**config.mk**
```make
export PLATFORM = sky130hd
export DESIGN_NAME = axil_slave_responder
export DESIGN_NICKNAME = d
export VERILOG_FILES = /design/src/rtl/axil_slave_responder_pkg.sv /design/src/rtl/axil_slave_responder_lfsr.sv /design/src/rtl/axil_slave_responder.sv
export SDC_FILE = /design/constraint.sdc
export NUM_CORES = 1
export LEC_CHECK = 0
export CAP_MARGIN = 15
export CORE_MARGIN = 2
export CORE_UTILIZATION = 55
export CTS_BUF_LIST = sky130_fd_sc_hd__clkbuf_8
export DETAILED_ROUTE_END_ITERATION = 10
export PLACE_DENSITY = 0.73
export SYNTH_ARGS = -nofsm -noshare
export SYNTH_HDL_FRONTEND = slang
export SYNTH_SLANG_ARGS = --single-unit
export TNS_END_PERCENT = 30
```
**constraint.sdc**
```tcl
create_clock -name aclk -period 3 [get_ports aclk]
set_clock_uncertainty 0.05 [all_clocks]
set_input_delay 0.75 -clock aclk [delete_from_list [all_inputs] [get_ports aclk]]
set_output_delay 0.75 -clock aclk [all_outputs]
set_load 0.01 [all_outputs]
```
**src/rtl/axil_slave_responder_pkg.sv**
```systemverilog
// Response codes and FSM state encodings shared by the AXI-Lite register responder.
package pkg_axil_resp;

    typedef enum logic [1:0] {
        RESP_OKAY   = 2'b00,
        RESP_EXOKAY = 2'b01,
        RESP_SLVERR = 2'b10,
        RESP_DECERR = 2'b11
    } resp_t;

    typedef logic [1:0] wr_state_t;
    localparam wr_state_t W_IDLE  = 2'd0;
    localparam wr_state_t W_DELAY = 2'd1;
    localparam wr_state_t W_RESP  = 2'd2;

    typedef logic [1:0] rd_state_t;
    localparam rd_state_t R_IDLE  = 2'd0;
    localparam rd_state_t R_DELAY = 2'd1;
    localparam rd_state_t R_RESP  = 2'd2;

endpackage

```
**src/rtl/axil_slave_responder_lfsr.sv**
```systemverilog
// Free-running 16-bit LFSR (x^16+x^14+x^13+x^11) that turns its state into two
// response delays in [DELAY_MIN, DELAY_MAX], one for the write path and one for the read path.
module axil_delay_lfsr #(
    parameter logic [15:0] SEED      = 16'hACE1,
    parameter int          DELAY_MIN = 2,
    parameter int          DELAY_MAX = 17,
    parameter int          DLY_W     = 5
) (
    input  logic             clk_i,
    input  logic             rst_i,
    input  logic             step_i,
    output logic [DLY_W-1:0] delay_a_o,
    output logic [DLY_W-1:0] delay_b_o
);

    localparam int SPAN = DELAY_MAX - DELAY_MIN + 1;

    logic [15:0] lfsr_q;
    logic [15:0] lfsr_d;
    logic        feedback;

    always_comb begin
        feedback = lfsr_q[15] ^ lfsr_q[13] ^ lfsr_q[12] ^ lfsr_q[10];
        lfsr_d   = step_i ? {lfsr_q[14:0], feedback} : lfsr_q;
    end

    always_ff @(posedge clk_i) begin
        if (rst_i) begin
            lfsr_q <= SEED;
        end else begin
            lfsr_q <= lfsr_d;
        end
    end

    // The read path uses the byte-swapped state so both channels draw distinct samples.
    assign delay_a_o = DLY_W'(DELAY_MIN + (int'(lfsr_q) % SPAN));
    assign delay_b_o = DLY_W'(DELAY_MIN + (int'({lfsr_q[7:0], lfsr_q[15:8]}) % SPAN));

endmodule

```
**src/rtl/axil_slave_responder.sv**
```systemverilog
// AXI-Lite slave serving a word-addressed register bank in one address window.
// Define AXIL_RESP_DELAY_EN to add an LFSR-driven random delay before each response.
module axil_slave_responder
    import pkg_axil_resp::*;
#(
    parameter int                        AXI_DATA_WIDTH  = 32,
    parameter int                        AXI_ADDR_WIDTH  = 32,
    parameter logic [AXI_ADDR_WIDTH-1:0] AXI_ADDR_OFFSET = '0,
    parameter logic [AXI_ADDR_WIDTH-1:0] AXI_ADDR_RANGE  = AXI_ADDR_WIDTH'(32'h0000_FFFF),
    parameter int                        REG_NUM         = 16,
    parameter int                        DELAY_MIN       = 2,
    parameter int                        DELAY_MAX       = 17,
    parameter logic [15:0]               LFSR_SEED       = 16'hACE1
) (
    input  logic                          aclk,
    input  logic                          areset,
    input  logic [AXI_ADDR_WIDTH-1:0]     s_axi_awaddr,
    input  logic                          s_axi_awvalid,
    output logic                          s_axi_awready,
    input  logic [AXI_DATA_WIDTH-1:0]     s_axi_wdata,
    input  logic [AXI_DATA_WIDTH/8-1:0]   s_axi_wstrb,
    input  logic                          s_axi_wvalid,
    output logic                          s_axi_wready,
    output logic [1:0]                    s_axi_bresp,
    output logic                          s_axi_bvalid,
    input  logic                          s_axi_bready,
    input  logic [AXI_ADDR_WIDTH-1:0]     s_axi_araddr,
    input  logic                          s_axi_arvalid,
    output logic                          s_axi_arready,
    output logic [AXI_DATA_WIDTH-1:0]     s_axi_rdata,
    output logic [1:0]                    s_axi_rresp,
    output logic                          s_axi_rvalid,
    input  logic                          s_axi_rready
);

    localparam int BYTES    = AXI_DATA_WIDTH / 8;
    localparam int OFF_BITS = $clog2(BYTES);
    localparam int IDX_W    = (REG_NUM < 2) ? 1 : $clog2(REG_NUM);
    localparam int DLY_W    = (DELAY_MAX < 2) ? 1 : $clog2(DELAY_MAX + 1);

    if (DELAY_MAX < DELAY_MIN || LFSR_SEED == 16'h0 || AXI_DATA_WIDTH % 8 != 0) begin : g_bad_cfg
        $error("axil_slave_responder: invalid DELAY_MIN/DELAY_MAX/LFSR_SEED/AXI_DATA_WIDTH");
    end

    logic [AXI_DATA_WIDTH-1:0] regs_q [REG_NUM];

    wr_state_t                 wrState_q, wrState_d;
    logic                      awready_q, awready_d, wready_q, wready_d;
    logic [AXI_ADDR_WIDTH-1:0] awAddr_q, awAddr_d;
    logic [AXI_DATA_WIDTH-1:0] wData_q, wData_d;
    logic [BYTES-1:0]          wStrb_q, wStrb_d;
    logic [DLY_W-1:0]          wrCnt_q, wrCnt_d;
    logic                      bvalid_q, bvalid_d;
    resp_t                     bresp_q, bresp_d;

    rd_state_t                 rdState_q, rdState_d;
    logic                      arready_q, arready_d;
    logic [DLY_W-1:0]          rdCnt_q, rdCnt_d;
    logic                      rvalid_q, rvalid_d;
    resp_t                     rresp_q, rresp_d;
    logic [AXI_DATA_WIDTH-1:0] rdata_q, rdata_d;

    logic                      awFire, wFire, wrCommit;
    logic [AXI_ADDR_WIDTH-1:0] wrAddr, wrWord, rdWord;
    logic [AXI_DATA_WIDTH-1:0] wrData;
    logic [BYTES-1:0]          wrStrb;
    resp_t                     wrResp, rdResp;
    logic [DLY_W-1:0]          wrDelay, rdDelay;

`ifdef AXIL_RESP_DELAY_EN
    axil_delay_lfsr #(
        .SEED      (LFSR_SEED),
        .DELAY_MIN (DELAY_MIN),
        .DELAY_MAX (DELAY_MAX),
        .DLY_W     (DLY_W)
    ) u_delay (
        .clk_i     (aclk),
        .rst_i     (areset),
        .step_i    (1'b1),
        .delay_a_o (wrDelay),
        .delay_b_o (rdDelay)
    );
`else
    assign wrDelay = '0;
    assign rdDelay = '0;
`endif

    // Window check first, then whether the word index lands on an implemented register.
    function automatic resp_t decodeAddr(input logic [AXI_ADDR_WIDTH-1:0] addr,
                                         input logic [AXI_ADDR_WIDTH-1:0] word);
        if (addr < AXI_ADDR_OFFSET || (addr - AXI_ADDR_OFFSET) > AXI_ADDR_RANGE) begin
            return RESP_DECERR;
        end
        if (word >= AXI_ADDR_WIDTH'(REG_NUM)) begin
            return RESP_SLVERR;
        end
        return RESP_OKAY;
    endfunction

    assign awFire = s_axi_awvalid && awready_q;
    assign wFire  = s_axi_wvalid && wready_q;
    assign wrAddr = awFire ? s_axi_awaddr : awAddr_q;
    assign wrData = wFire ? s_axi_wdata : wData_q;
    assign wrStrb = wFire ? s_axi_wstrb : wStrb_q;
    assign wrWord = (wrAddr - AXI_ADDR_OFFSET) >> OFF_BITS;
    assign wrResp = decodeAddr(wrAddr, wrWord);
    assign rdWord = (s_axi_araddr - AXI_ADDR_OFFSET) >> OFF_BITS;
    assign rdResp = decodeAddr(s_axi_araddr, rdWord);

    always_comb begin
        wrState_d = wrState_q;
        awready_d = awready_q;
        wready_d  = wready_q;
        awAddr_d  = awAddr_q;
        wData_d   = wData_q;
        wStrb_d   = wStrb_q;
        wrCnt_d   = wrCnt_q;
        bvalid_d  = bvalid_q;
        bresp_d   = bresp_q;
        wrCommit  = 1'b0;
        case (wrState_q)
            W_IDLE: begin
                if (awFire) begin
                    awready_d = 1'b0;
                    awAddr_d  = s_axi_awaddr;
                end
                if (wFire) begin
                    wready_d = 1'b0;
                    wData_d  = s_axi_wdata;
                    wStrb_d  = s_axi_wstrb;
                end
                if ((awFire || !awready_q) && (wFire || !wready_q)) begin
                    wrCommit  = 1'b1;
                    bresp_d   = wrResp;
                    wrCnt_d   = wrDelay;
                    wrState_d = W_DELAY;
                end
            end
            W_DELAY: begin
                if (wrCnt_q == '0) begin
                    bvalid_d  = 1'b1;
                    wrState_d = W_RESP;
                end else begin
                    wrCnt_d = wrCnt_q - 1'b1;
                end
            end
            W_RESP: begin
                if (s_axi_bready) begin
                    bvalid_d  = 1'b0;
                    awready_d = 1'b1;
                    wready_d  = 1'b1;
                    wrState_d = W_IDLE;
                end
            end
            default: wrState_d = W_IDLE;
        endcase
    end

    // Read data is sampled from the bank before any same-edge write lands.
    always_comb begin
        rdState_d = rdState_q;
        arready_d = arready_q;
        rdCnt_d   = rdCnt_q;
        rvalid_d  = rvalid_q;
        rresp_d   = rresp_q;
        rdata_d   = rdata_q;
        case (rdState_q)
            R_IDLE: begin
                if (s_axi_arvalid && arready_q) begin
                    arready_d = 1'b0;
                    rresp_d   = rdResp;
                    rdata_d   = (rdResp == RESP_OKAY) ? regs_q[rdWord[IDX_W-1:0]] : '0;
                    rdCnt_d   = rdDelay;
                    rdState_d = R_DELAY;
                end
            end
            R_DELAY: begin
                if (rdCnt_q == '0) begin
                    rvalid_d  = 1'b1;
                    rdState_d = R_RESP;
                end else begin
                    rdCnt_d = rdCnt_q - 1'b1;
                end
            end
            R_RESP: begin
                if (s_axi_rready) begin
                    rvalid_d  = 1'b0;
                    arready_d = 1'b1;
                    rdState_d = R_IDLE;
                end
            end
            default: rdState_d = R_IDLE;
        endcase
    end

    always_ff @(posedge aclk) begin
        if (areset) begin
            wrState_q <= W_IDLE;
            awready_q <= 1'b1;
            wready_q  <= 1'b1;
            awAddr_q  <= '0;
            wData_q   <= '0;
            wStrb_q   <= '0;
            wrCnt_q   <= '0;
            bvalid_q  <= 1'b0;
            bresp_q   <= RESP_OKAY;
            rdState_q <= R_IDLE;
            arready_q <= 1'b1;
            rdCnt_q   <= '0;
            rvalid_q  <= 1'b0;
            rresp_q   <= RESP_OKAY;
            rdata_q   <= '0;
        end else begin
            wrState_q <= wrState_d;
            awready_q <= awready_d;
            wready_q  <= wready_d;
            awAddr_q  <= awAddr_d;
            wData_q   <= wData_d;
            wStrb_q   <= wStrb_d;
            wrCnt_q   <= wrCnt_d;
            bvalid_q  <= bvalid_d;
            bresp_q   <= bresp_d;
            rdState_q <= rdState_d;
            arready_q <= arready_d;
            rdCnt_q   <= rdCnt_d;
            rvalid_q  <= rvalid_d;
            rresp_q   <= rresp_d;
            rdata_q   <= rdata_d;
        end
    end

    always_ff @(posedge aclk) begin
        if (areset) begin
            for (int i = 0; i < REG_NUM; i++) begin
                regs_q[i] <= '0;
            end
        end else if (wrCommit && wrResp == RESP_OKAY) begin
            for (int b = 0; b < BYTES; b++) begin
                if (wrStrb[b]) begin
                    regs_q[wrWord[IDX_W-1:0]][b*8 +: 8] <= wrData[b*8 +: 8];
                end
            end
        end
    end

    assign s_axi_awready = awready_q;
    assign s_axi_wready  = wready_q;
    assign s_axi_bvalid  = bvalid_q;
    assign s_axi_bresp   = bresp_q;
    assign s_axi_arready = arready_q;
    assign s_axi_rvalid  = rvalid_q;
    assign s_axi_rresp   = rresp_q;
    assign s_axi_rdata   = rdata_q;

endmodule
```
==> summary.txt <==
Outcome
  – Status: completed

Worst setup path
  – CP arrival: 2.01 ns
  – Worst R2R End: regs_q[3][17]
  – Crit end category: output pin
  – Crit-path max FO: 14
  – Reg2Reg Depth: 6
  – Crit path largest cell delay: 0.68 ns
  – Crit path max-delay family: buffers and inverters
  – Startpoint types: flip-flop
  – Critical path class: reg2out
  – Internal reg-to-reg setup slack: 0.40 ns
  – CP Buf/Inv Count: 1
  – Critical path's slowest cell: clkdlybuf4s50_1
  – R2R Path Start: s_axi_awready
  – WP data required: 2.20 ns
  – Crit path cell chain: clkdlybuf4s50_1

Clock tree
  – Clock-pin slew on the worst setup and hold paths: 0.06 ns
  – Root cell of the clock tree: clkbuf_8
  – TritonCTS buffer count: 102
  – CTS Hold Bufs: 0
  – H-tree level count: 3
  – CTS tree: yes
  – Sink Count: 633
  – Gates resized, CTS repair: 0
  – Clock Latency Late Sink: 0.71 ns
  – Max Root-Sink Buffers: 3
  – Post-CTS Setup Inserts: 0

Drt
  – Final ANT Viol Nets: 0
  – DRC: 0
  – First-pass DRT Iterations: 5
  – Iter 0 DRT Violations: 2,588
  – Wire per inst: 24.1 um
  – Final wirelength: 85,400 um
  – Via/cell ratio: 6.51
  – DR vias: 23,016

Timing
  – RSZ-0062 raised after global routing: false
  – Final setup margin: 0.187 ns
  – Final Max Slew Viols: 0
  – Hold Violations, Final: 0
  – Post-Route Setup TNS: 0 ns
  – Setup violators final: 0
  – Fmax: 0.355 GHz
  – Least-Margin Pin Slew: 0.837 ns
  – Slew margin rel.: 43.8%
  – Final worst path period share: 93.8%
  – Final critical-path required period: 2.81 ns

Global routing
  – GRT overflow: 0
  – Largest net degree at the start of global routing: 64
  – Initial antenna violation count: 0
  – Vias in the first global route: 22,544
  – Global-route wire length before repair: 130,000 um
  – GRT Overall Usage: 30.5%

Cells and area
  – Non-filler instance count after layout: 3,537
  – Filler cells: 3,815
  – Leading cell type in the layout, fill and taps excluded: nor3_1
  – Layout area overhead: 21.7%
  – Most frequent cells in the layout: 515 x nor3_1, 512 x edfxtp_1, 191 x mux2i_1, 180 x buf_4, 174 x nand2_1
  – Ratio of cells with drive above 1 in the final layout: 17.7%
  – Fin util: 68.1%
  – Layout Nets: 2,876

Placed design
  – Port buffer count: 143
  – Final Wtd Congestion: 0.891
  – Post-DP HPWL: 58,400 um
  – Placed insts: 3,349
  – Post-place setup slack: -0.359 ns

Run
  – Max Cap Viol: 0

Yosys
  – Synthesized netlist cell count: 2,496
  – Cell variety after synth: 49
  – Mux cell area share after synthesis: 10.2%
  – Number of synthesized flops with an enable pin: 512
  – Syn_area_per_cell: 11.8 um^2
  – Post-Syn Nets: 2,607
  – Mapped Area: 29,500 um^2
  – Main flop type after synthesis: edfxtp_1
  – Ys async rst share: 0%
  – Yosys reg bits: 633
  – Largest family of logic cells by synthesized area: simple AND/OR/NAND/NOR gates
  – Share of the synthesized area in the top cell type: 52.1%
  – Simple-gate share of the synthesized area: 16.5%
  – Top cells by area, synth: edfxtp_1 52%, nor3_1 8.8%, dfxtp_1 8.2%
  – Synth warn: 0
  – Sequential-to-total area share from yosys stat: 60.3%
  – Leading area contributor after synthesis: edfxtp_1
  – Adder-cell area share of the yosys netlist: 0.170%
  – XOR/XNOR Fraction of Synth Area: 0%
  – Complex-gate fraction of the synthesized area: 9.04%

Hold path
  – Hold path cells: 2
  – Hold WC Path Type: reg2reg
  – Hold path start: wData_q[20]
  – Hold endpoint: wData_q[20]

Power
  – Power Dens Cells: 591 nW/um^2
  – Leak pwr: 12.8 nW
  – Worst VDD drop: 0.372 mV

Die
  – CORE AREA: 52,800 um^2
  – # IOs: 148
  – Cell Rows: 84
  – Initial Utilization: 55.9%
  – Die W: 236 um
  – Die ar.: 55,500 um^2
  – Die extent in y: 236 um
cells by family (layout without fill, tap and decap cells):
kind of cell / count (synthesis) / count (layout)
muxes: 256 / 256
DFF: 633 / 633
other: 0 / 1
buffers and inverters: 260 / 612
adders and majority gates: 4 / 4
and+or+nand+nor: 969 / 969
AOI/OAI and AO/OA: 374 / 374
synthesized netlist by cell type, types with 5 or more instances:
master and number:
nand3_1 71, a211oi_1 64, nor4_1 47, nand2_1 174, buf_1 8, mux4_2 33, o21ai_1 32, and2_1 17
or2_2 5, o21bai_1 31, a21oi_1 84, clkbuf_1 136, nor3b_1 33, or3_1 5, mux2_2 32, and4_1 5
o21ai_0 15, o22ai_1 36, dfxtp_1 121, nor3_1 517, mux2i_1 191, o221ai_1 28, nor2b_1 6, nor4b_1 5
nand2b_1 10, edfxtp_1 512, nor2_1 53, buf_2 106, a41o_1 64, inv_1 10
final cells by class:
class                           count  area [um^2]  area share (%)
Sequential cell                   633        17800            49.5
Multi-Input combinational cell   1603        10700            29.7
Timing Repair Buffer              415         4620            12.8
Clock buffer                      117         1610            4.48
Tap cell                          688          861            2.40
Clock inverter                     70          319           0.888
Inverter                           10         37.5           0.104
Antenna cell                        1         2.50         0.00697
per-stage QoR:
| stage | hold WS (ns) | instance area [um^2] | total power [mW] |
|---|---|---|---|
| 6_report | 0.401 | 35900 | 21.2 |
| 5_1_grt | 0.419 | 35900 | 21.9 |
| 4_1_cts | 0.382 | 35900 | 21.2 |
| 3_5_place_dp | 0.393 | 34000 | 14.3 |
| 3_3_place_gp | 0.389 | 34000 | 14.1 |
| 2_1_floorplan | 0.381 | 29500 | 12.3 |
layer usage:
layer | global-route usage, % | vias up | wire length, um
met4 | 12.1 | 2 | 2860
met5 | 0 | - | 105
met2 | 50.1 | 1313 | 41000
met3 | 6.38 | 207 | 8670
met1 | 39.9 | 11234 | 32800
li1 | - | 10260 | -
power by group:
| group | internal (mW) | switching (mW) | total, mW |
|---|---|---|---|
| clock network | 3.63 | 3.42 | 7.05 |
| logic | 1.59 | 2.49 | 4.09 |
| registers | 9.88 | 0.226 | 10.1 |
| total | 15.1 | 6.14 | 21.2 |
how the worst max path moves through the flow:
stage | startpoint | endpoint | slack (ns) | cells after the start
2_1_floorplan | s_axi_awaddr[31] | regs_q[0][0] | 0.22 | 6
3_3_place_gp | s_axi_awvalid | regs_q[3][18] | -0.27 | 7
3_5_place_dp | s_axi_awvalid | regs_q[2][18] | -0.36 | 7
4_1_cts | s_axi_wready | s_axi_wready | 0.15 | 1
5_1_grt | s_axi_wready | s_axi_wready | 0.12 | 1
6_report | s_axi_wready | s_axi_wready | 0.19 | 1
flip-flops by register name, summed over array words and instances (netlist names), 2 cells and up:
register     flops
wrState_q        2
wData_q         32
s_axi_rresp      2
wrCnt_q          5
awAddr_q        30
regs_q         512
rdState_q        2
wStrb_q          4
s_axi_rdata     32
s_axi_bresp      2
rdCnt_q          5
Power figures use the tool's default switching activity.
